**src/rtl/sal_apb_pkg.sv**
```systemverilog
// Shared types and constants for the SAL APB initiator and its configuration-slave address map.
package sal_apb_pkg;

  localparam int SAL_ADDR_W = 12;
  localparam int SAL_DATA_W = 32;

  localparam logic [SAL_ADDR_W-1:0] SAL_HDR_ADDR       = 12'h001;
  localparam logic [SAL_ADDR_W-1:0] SAL_CH0_START_ADDR = 12'h10C;

  typedef enum logic [1:0] {
    APB_IDLE   = 2'd0,
    APB_SETUP  = 2'd1,
    APB_ACCESS = 2'd2,
    APB_RESP   = 2'd3
  } apb_state_e;

endpackage

```
**src/rtl/sal_apb_if.sv**
```systemverilog
// APB3 bus bundle between the SAL initiator and the configuration slave.
interface APB_IF
  import sal_apb_pkg::*;
#(
  parameter int ADDR_W = SAL_ADDR_W,
  parameter int DATA_W = SAL_DATA_W
);
  logic [ADDR_W-1:0] paddr;
  logic              psel;
  logic              penable;
  logic              pwrite;
  logic [DATA_W-1:0] pwdata;
  logic [DATA_W-1:0] prdata;
  logic              pready;
  logic              pslverr;

  modport MST (output paddr, psel, penable, pwrite, pwdata,
               input  prdata, pready, pslverr);
  modport SLV (input  paddr, psel, penable, pwrite, pwdata,
               output prdata, pready, pslverr);
endinterface

```
**src/rtl/sal_apb_timer.sv**
```systemverilog
// Saturating ACCESS-phase wait counter; expired flags the last permitted wait cycle.
module sal_apb_timer #(
  parameter int unsigned TIMEOUT_CYC = 16
) (
  input  logic clk,
  input  logic rst,
  input  logic clr,
  input  logic inc,
  output logic expired
);
  localparam int unsigned CNT_W = (TIMEOUT_CYC > 0) ? $clog2(TIMEOUT_CYC + 1) : 1;
  localparam logic [CNT_W-1:0] CNT_SAT  = CNT_W'(TIMEOUT_CYC);
  localparam logic [CNT_W-1:0] CNT_LAST = CNT_W'((TIMEOUT_CYC > 0) ? TIMEOUT_CYC - 1 : 0);

  logic [CNT_W-1:0] cnt_q;
  logic [CNT_W-1:0] cnt_d;

  always_comb begin
    cnt_d = cnt_q;
    if (clr) begin
      cnt_d = '0;
    end else if (inc && (cnt_q != CNT_SAT)) begin
      cnt_d = cnt_q + 1'b1;
    end
  end

  always_ff @(posedge clk) begin
    if (rst) begin
      cnt_q <= '0;
    end else begin
      cnt_q <= cnt_d;
    end
  end

  // A zero timeout never expires, so the initiator waits indefinitely.
  assign expired = (TIMEOUT_CYC != 0) && (cnt_q == CNT_LAST);

endmodule

```
**src/rtl/sal_apb_master.sv**
```systemverilog
// Single-outstanding APB3 initiator: valid/ready request in, APB transfer, valid/ready response out.
module sal_apb_master
  import sal_apb_pkg::*;
#(
  parameter int unsigned ADDR_W      = SAL_ADDR_W,
  parameter int unsigned DATA_W      = SAL_DATA_W,
  parameter int unsigned TIMEOUT_CYC = 16
) (
  input  logic              clk,
  input  logic              rst,
  APB_IF.MST                apb_if,
  input  logic              req_valid,
  output logic              req_ready,
  input  logic              req_write,
  input  logic [ADDR_W-1:0] req_addr,
  input  logic [DATA_W-1:0] req_wdata,
  output logic              rsp_valid,
  input  logic              rsp_ready,
  output logic [DATA_W-1:0] rsp_rdata,
  output logic              rsp_err,
  output logic              rsp_timeout
);

  apb_state_e        state_q;
  logic [ADDR_W-1:0] paddr_q;
  logic [DATA_W-1:0] pwdata_q;
  logic              pwrite_q;
  logic              psel_q;
  logic              penable_q;
  logic              rsp_valid_q;
  logic [DATA_W-1:0] rsp_rdata_q;
  logic              rsp_err_q;
  logic              rsp_timeout_q;

  logic tmr_clr;
  logic tmr_inc;
  logic tmr_expired;

  assign tmr_clr = (state_q == APB_SETUP);
  assign tmr_inc = (state_q == APB_ACCESS) && !apb_if.pready;

  sal_apb_timer #(
    .TIMEOUT_CYC(TIMEOUT_CYC)
  ) u_timer (
    .clk     (clk),
    .rst     (rst),
    .clr     (tmr_clr),
    .inc     (tmr_inc),
    .expired (tmr_expired)
  );

  assign req_ready = (state_q == APB_IDLE) && !rst;

  always_ff @(posedge clk) begin
    if (rst) begin
      state_q       <= APB_IDLE;
      paddr_q       <= '0;
      pwdata_q      <= '0;
      pwrite_q      <= 1'b0;
      psel_q        <= 1'b0;
      penable_q     <= 1'b0;
      rsp_valid_q   <= 1'b0;
      rsp_rdata_q   <= '0;
      rsp_err_q     <= 1'b0;
      rsp_timeout_q <= 1'b0;
    end else begin
      case (state_q)
        APB_IDLE: begin
          if (req_valid) begin
            paddr_q   <= req_addr;
            pwdata_q  <= req_wdata;
            pwrite_q  <= req_write;
            psel_q    <= 1'b1;
            penable_q <= 1'b0;
            state_q   <= APB_SETUP;
          end
        end
        APB_SETUP: begin
          penable_q <= 1'b1;
          state_q   <= APB_ACCESS;
        end
        APB_ACCESS: begin
          // pready takes priority over a coincident timeout.
          if (apb_if.pready) begin
            rsp_rdata_q   <= pwrite_q ? '0 : apb_if.prdata;
            rsp_err_q     <= apb_if.pslverr;
            rsp_timeout_q <= 1'b0;
            rsp_valid_q   <= 1'b1;
            psel_q        <= 1'b0;
            penable_q     <= 1'b0;
            state_q       <= APB_RESP;
          end else if (tmr_expired) begin
            rsp_rdata_q   <= '0;
            rsp_err_q     <= 1'b1;
            rsp_timeout_q <= 1'b1;
            rsp_valid_q   <= 1'b1;
            psel_q        <= 1'b0;
            penable_q     <= 1'b0;
            state_q       <= APB_RESP;
          end
        end
        APB_RESP: begin
          if (rsp_ready) begin
            rsp_valid_q <= 1'b0;
            state_q     <= APB_IDLE;
          end
        end
        default: state_q <= APB_IDLE;
      endcase
    end
  end

  assign apb_if.paddr   = paddr_q;
  assign apb_if.pwdata  = pwdata_q;
  assign apb_if.pwrite  = pwrite_q;
  assign apb_if.psel    = psel_q;
  assign apb_if.penable = penable_q;

  assign rsp_valid   = rsp_valid_q;
  assign rsp_rdata   = rsp_rdata_q;
  assign rsp_err     = rsp_err_q;
  assign rsp_timeout = rsp_timeout_q;

endmodule
```
**src/flat_wrapper.sv**
```systemverilog
// flat-port wrapper written by rule: the top's interface ports become plain ports
module sal_apb_master_flat import sal_apb_pkg::*;
#(
  parameter int unsigned ADDR_W      = SAL_ADDR_W,
  parameter int unsigned DATA_W      = SAL_DATA_W,
  parameter int unsigned TIMEOUT_CYC = 16
)
  (clk, rst, req_valid, req_ready, req_write, req_addr, req_wdata, rsp_valid, rsp_ready, rsp_rdata, rsp_err, rsp_timeout, apb_if_paddr, apb_if_psel, apb_if_penable, apb_if_pwrite, apb_if_pwdata, apb_if_prdata, apb_if_pready, apb_if_pslverr);
  APB_IF #(.ADDR_W(ADDR_W), .DATA_W(DATA_W)) apb_if_i ();
  input  logic clk;
  input  logic rst;
  input  logic req_valid;
  output logic req_ready;
  input  logic req_write;
  input  logic [ADDR_W-1:0] req_addr;
  input  logic [DATA_W-1:0] req_wdata;
  output logic rsp_valid;
  input  logic rsp_ready;
  output logic [DATA_W-1:0] rsp_rdata;
  output logic rsp_err;
  output logic rsp_timeout;
  output wire logic [$bits(apb_if_i.paddr)-1:0] apb_if_paddr;
  output wire logic [$bits(apb_if_i.psel)-1:0] apb_if_psel;
  output wire logic [$bits(apb_if_i.penable)-1:0] apb_if_penable;
  output wire logic [$bits(apb_if_i.pwrite)-1:0] apb_if_pwrite;
  output wire logic [$bits(apb_if_i.pwdata)-1:0] apb_if_pwdata;
  input wire logic [$bits(apb_if_i.prdata)-1:0] apb_if_prdata;
  input wire logic [$bits(apb_if_i.pready)-1:0] apb_if_pready;
  input wire logic [$bits(apb_if_i.pslverr)-1:0] apb_if_pslverr;
  assign apb_if_paddr = apb_if_i.paddr;
  assign apb_if_psel = apb_if_i.psel;
  assign apb_if_penable = apb_if_i.penable;
  assign apb_if_pwrite = apb_if_i.pwrite;
  assign apb_if_pwdata = apb_if_i.pwdata;
  assign apb_if_i.prdata = apb_if_prdata;
  assign apb_if_i.pready = apb_if_pready;
  assign apb_if_i.pslverr = apb_if_pslverr;
  sal_apb_master #(.ADDR_W(ADDR_W), .DATA_W(DATA_W), .TIMEOUT_CYC(TIMEOUT_CYC)) u_core (.clk(clk), .rst(rst), .apb_if(apb_if_i), .req_valid(req_valid), .req_ready(req_ready), .req_write(req_write), .req_addr(req_addr), .req_wdata(req_wdata), .rsp_valid(rsp_valid), .rsp_ready(rsp_ready), .rsp_rdata(rsp_rdata), .rsp_err(rsp_err), .rsp_timeout(rsp_timeout));
endmodule
```
**config.mk**
```make
export PLATFORM = sky130hd
export DESIGN_NAME = sal_apb_master_flat
export DESIGN_NICKNAME = d
export VERILOG_FILES = /design/src/rtl/sal_apb_pkg.sv /design/src/rtl/sal_apb_if.sv /design/src/rtl/sal_apb_timer.sv /design/src/rtl/sal_apb_master.sv /design/src/flat_wrapper.sv
export SDC_FILE = /design/constraint.sdc
export NUM_CORES = 1
export LEC_CHECK = 0
export ABC_AREA = 1
export CAP_MARGIN = 10
export CELL_PAD_IN_SITES_DETAIL_PLACEMENT = 0
export CELL_PAD_IN_SITES_GLOBAL_PLACEMENT = 2
export CORE_MARGIN = 1.5
export CORE_UTILIZATION = 21
export DETAILED_ROUTE_END_ITERATION = 12
export PLACE_DENSITY = 0.86
export SLEW_MARGIN = 15
export SYNTH_ARGS = -nofsm -noshare
export SYNTH_HDL_FRONTEND = slang
export SYNTH_SLANG_ARGS = --single-unit
export TNS_END_PERCENT = 10
```
**constraint.sdc**
```tcl
create_clock -name clk -period 2.3 [get_ports clk]
set_clock_uncertainty 0.05 [all_clocks]
set_input_delay 0.46 -clock clk [delete_from_list [all_inputs] [get_ports clk]]
set_output_delay 0.46 -clock clk [all_outputs]
set_load 0.01 [all_outputs]
```
==> metrics.md <==
| Metric | Value |
|---|---|
| Die W | 135 um |
| Synth top area share | 48.5% |
| Placed standard-cell area | 0.00554 mm^2 |
| EDFF count, synth | 0 |
| Unrepaired setup endpoints after global routing | no |
| Synthesized cell area | 0.00367 mm^2 |
| DRT iter0 DRCs | 106 |
| Most Crowded Layer GR | met2 |
| Routed wire per std cell | 11.5 um |
| Status | complete, no violations |
| Layout cell share with drive strength beyond 1 | 5.53% |
| Fin cells | 894 |
| Avg Cell Area, Syn | 7.21 um^2 |
| Ys Warns | 0 |
| Slew headroom | 68.0% |
| Fin crit period | 1860 ps |
| Final ANT Viol Nets | 0 |
| Hold path start | u_core.apb_if.psel |
| Synth top area cells | dfxtp_1 49%, nor2_1 17%, o21ai_0 5.9% |
| Mapped Cells | 509 |
| Ports | 166 |
| Die height | 135 um |
| CTS clk-pin slew, worst paths | 60 ps |
| CP Launch Type | register |
| CP Max Fanout | 68 |
| Clk sinks | 89 |
| Slew @ Worst Pin | 480 ps |
| Clk Tree Root Cell | clkbuf_16 |
| Synth cell count leaders | 170 x nor2_1, 89 x dfxtp_1, 57 x nand2_1 |
| WP data required | 2480 ps |
| Compound-cell area share of the yosys netlist | 13.3% |
| Vias per inst | 3.99 |
| Clock Latency Late Sink | 340 ps |
| Fin area | 0.00586 mm^2 |
| VDD IR max | 0.479 mV |
| CTS tree | built |
| Post-route clock period utilization | 80.7% |
| GRT Util Overall | 11.4% |
| Count leader, synth | nor2_1 |
| Data arrival time of the critical path | 2040 ps |
| Cts bufs inserted | 9 |
| Main synth FF type | dfxtp_1 |
| Setup CP Type | register to register |
| Synth-to-Final Area Change | 59.7% |
| Routing usage on met1 | 13.6% |
| GR Layer Usage met2 | 18.8% |
| Hold Path Class | register to register |
| GRT overflow | 0 |
| Ant diodes | 0 |
| Placed Cells | 878 |
| Syn nets | 600 |
| Worst Hold End | u_core.apb_if.psel |
| F_max | 539 MHz |
| Initial antenna violation count | 0 |
| R2R Path Start | u_core.u_timer.cnt_q[0] |
| Adder-Cell Fraction of Synth Area | 2.73% |
| Endpoints failing hold | 0 |
| R2R cell count | 10 |
| Global-route wire length before repair | 16500 um |
| DR DRC count | 0 |
| Simple-gate share of the synthesized area | 25.3% |
| Fin Setup TNS | 0 ps |
| Area of the die | 0.0183 mm^2 |
| Largest family of logic cells by synthesized area | simple AND/OR/NAND/NOR gates |
| CP Capture Type | register |
| Reg2reg end | u_core.rsp_timeout |
| Asr flop ratio synth | 0% |
| Multiplexer area fraction after synthesis | 0% |
| #FFs+latches synth | 89 |
| Port-buffer cells | 165 |
| Core area | 0.0172 mm^2 |
| Routing usage on met3 | 4.34% |
| GPL Wtd Cong | 0.704 |
| Xor and xnor area share after synthesis | 0% |
| MaxCap Viol Count | 0 |
| Vias in the first global route | 3362 |
| Drt first pass iters | 5 |
| Vias | 3570 |
| Final setup fails | 0 |
| Placement Rows | 48 |
| Routed WL | 10300 um |
| Largest net degree at the start of global routing | 69 |
| Initial core utilization | 21.4% |
| NumNets Final | 755 |
| Pleak | 2.43 nW |
| Count of cell types in the netlist | 19 |
| DP HPWL | 7380 um |
| Leading area contributor after synthesis | dfxtp_1 |
| H-tree Lvls | 3 |
| Clock buffer depth | 2 |
| Fin. max-slew vios | 0 |
| WHS Path Cells | 2 |
| Register area share after synthesis | 48.5% |
| R2r setup slk | 440 ps |
| Pwr dens | 1050 mW/mm^2 |
[cells by family after synthesis]
family,Yosys count
simple gates,240
buf+inv,83
flops,89
compound gates,89
fa+ha+maj,8
[worst max-delay path, cell delays in order, from the launching register on]
cell and delay (ps):
dfxtp_1 390, ha_1 170, inv_1 50, nor3_1 130
ha_1 190, nor2_1 80, nor2_4 110, buf_12 270
inv_1 90, o21ai_0 160, nor2_1 50
[layout make-up]
class,count,area (um^2)
Tap cell,225,282
Sequential cell,89,1780
Timing Repair Buffer,171,1750
Clock inverter,2,60.1
Inverter,56,210
Fill cell,1841,11300
Multi-Input combinational cell,337,1520
Clock buffer,14,264
[layout by cell type, fill, tap and decap left out, drive strengths merged]
| master | synthesis | final |
|---|---|---|
| a21oi | 8 | 8 |
| buf | 19 | 6 |
| bufinv | 0 | 2 |
| clkbuf | 8 | 14 |
| clkdlybuf4s50 | 0 | 164 |
| dfxtp | 89 | 89 |
| dlymetal6s2s | 0 | 1 |
| ha | 8 | 8 |
| inv | 56 | 56 |
| nand2 | 57 | 57 |
| nand3 | 8 | 8 |
| nand4 | 1 | 1 |
| nor2 | 171 | 171 |
| nor3 | 2 | 2 |
| o21ai | 81 | 81 |
| or2 | 1 | 1 |
[flip-flops by register name, indices dropped and copies added, names as in the netlist]
| name | cells |
|---|---|
| u_core.u_timer.cnt_q | 5 |
| u_core.apb_if.psel | 1 |
| u_core.rsp_valid | 1 |
| u_core.apb_if.paddr | 12 |
| u_core.rsp_timeout | 1 |
| u_core.apb_if.pwdata | 32 |
| u_core.apb_if.pwrite | 1 |
| u_core.state_q | 2 |
| u_core.rsp_err | 1 |
| u_core.apb_if.penable | 1 |
| u_core.rsp_rdata | 32 |
[power breakdown]
| group | switching [mW] | internal [mW] | total, mW |
|---|---|---|---|
| clock | 0.596 | 1.01 | 1.61 |
| sequential | 0.223 | 1.94 | 2.17 |
| combinational | 1.21 | 1.19 | 2.40 |
[layer usage]
metal  wire length, um  vias to the layer above
met3               822                       10
met2              4620                      113
li1                  -                     1878
met4               145                        0
met1              4730                     1569
met5                 0                        -
[worst max-delay path by stage]
| stage | from | to | slack, ps | cells past startpoint |
|---|---|---|---|---|
| after floorplan | u_core.u_timer.cnt_q[0] | u_core.rsp_rdata[11] | 710 | 10 |
| after global placement | rst | req_ready | 240 | 3 |
| after detailed placement | rst | req_ready | 240 | 3 |
| after CTS | u_core.state_q[0] | req_ready | 20 | 5 |
| after global routing | u_core.u_timer.cnt_q[0] | u_core.rsp_timeout | 220 | 10 |
| final | u_core.u_timer.cnt_q[0] | u_core.rsp_timeout | 440 | 10 |
[per-stage QoR]
step                hold WS (ps)  setup WS, ps  util, %  total power [mW]
detailed placement           413           237     32.2              4.63
global placement             404           236     32.2              4.59
CTS                          428          21.9     34.1              6.30
global route                 455           223     34.1              6.64
finish                       426           444     34.1              6.18
floorplan                    427           714        -              3.49
[what timing repair did]
item,in CTS,in global routing
hold endpoints to repair,0,0
resized for setup,0,2
buffers inserted,0,0
hold buffers,0,0
endpoints found under the setup margin,0,1
No activity file was read; power rests on OpenSTA's default activity.
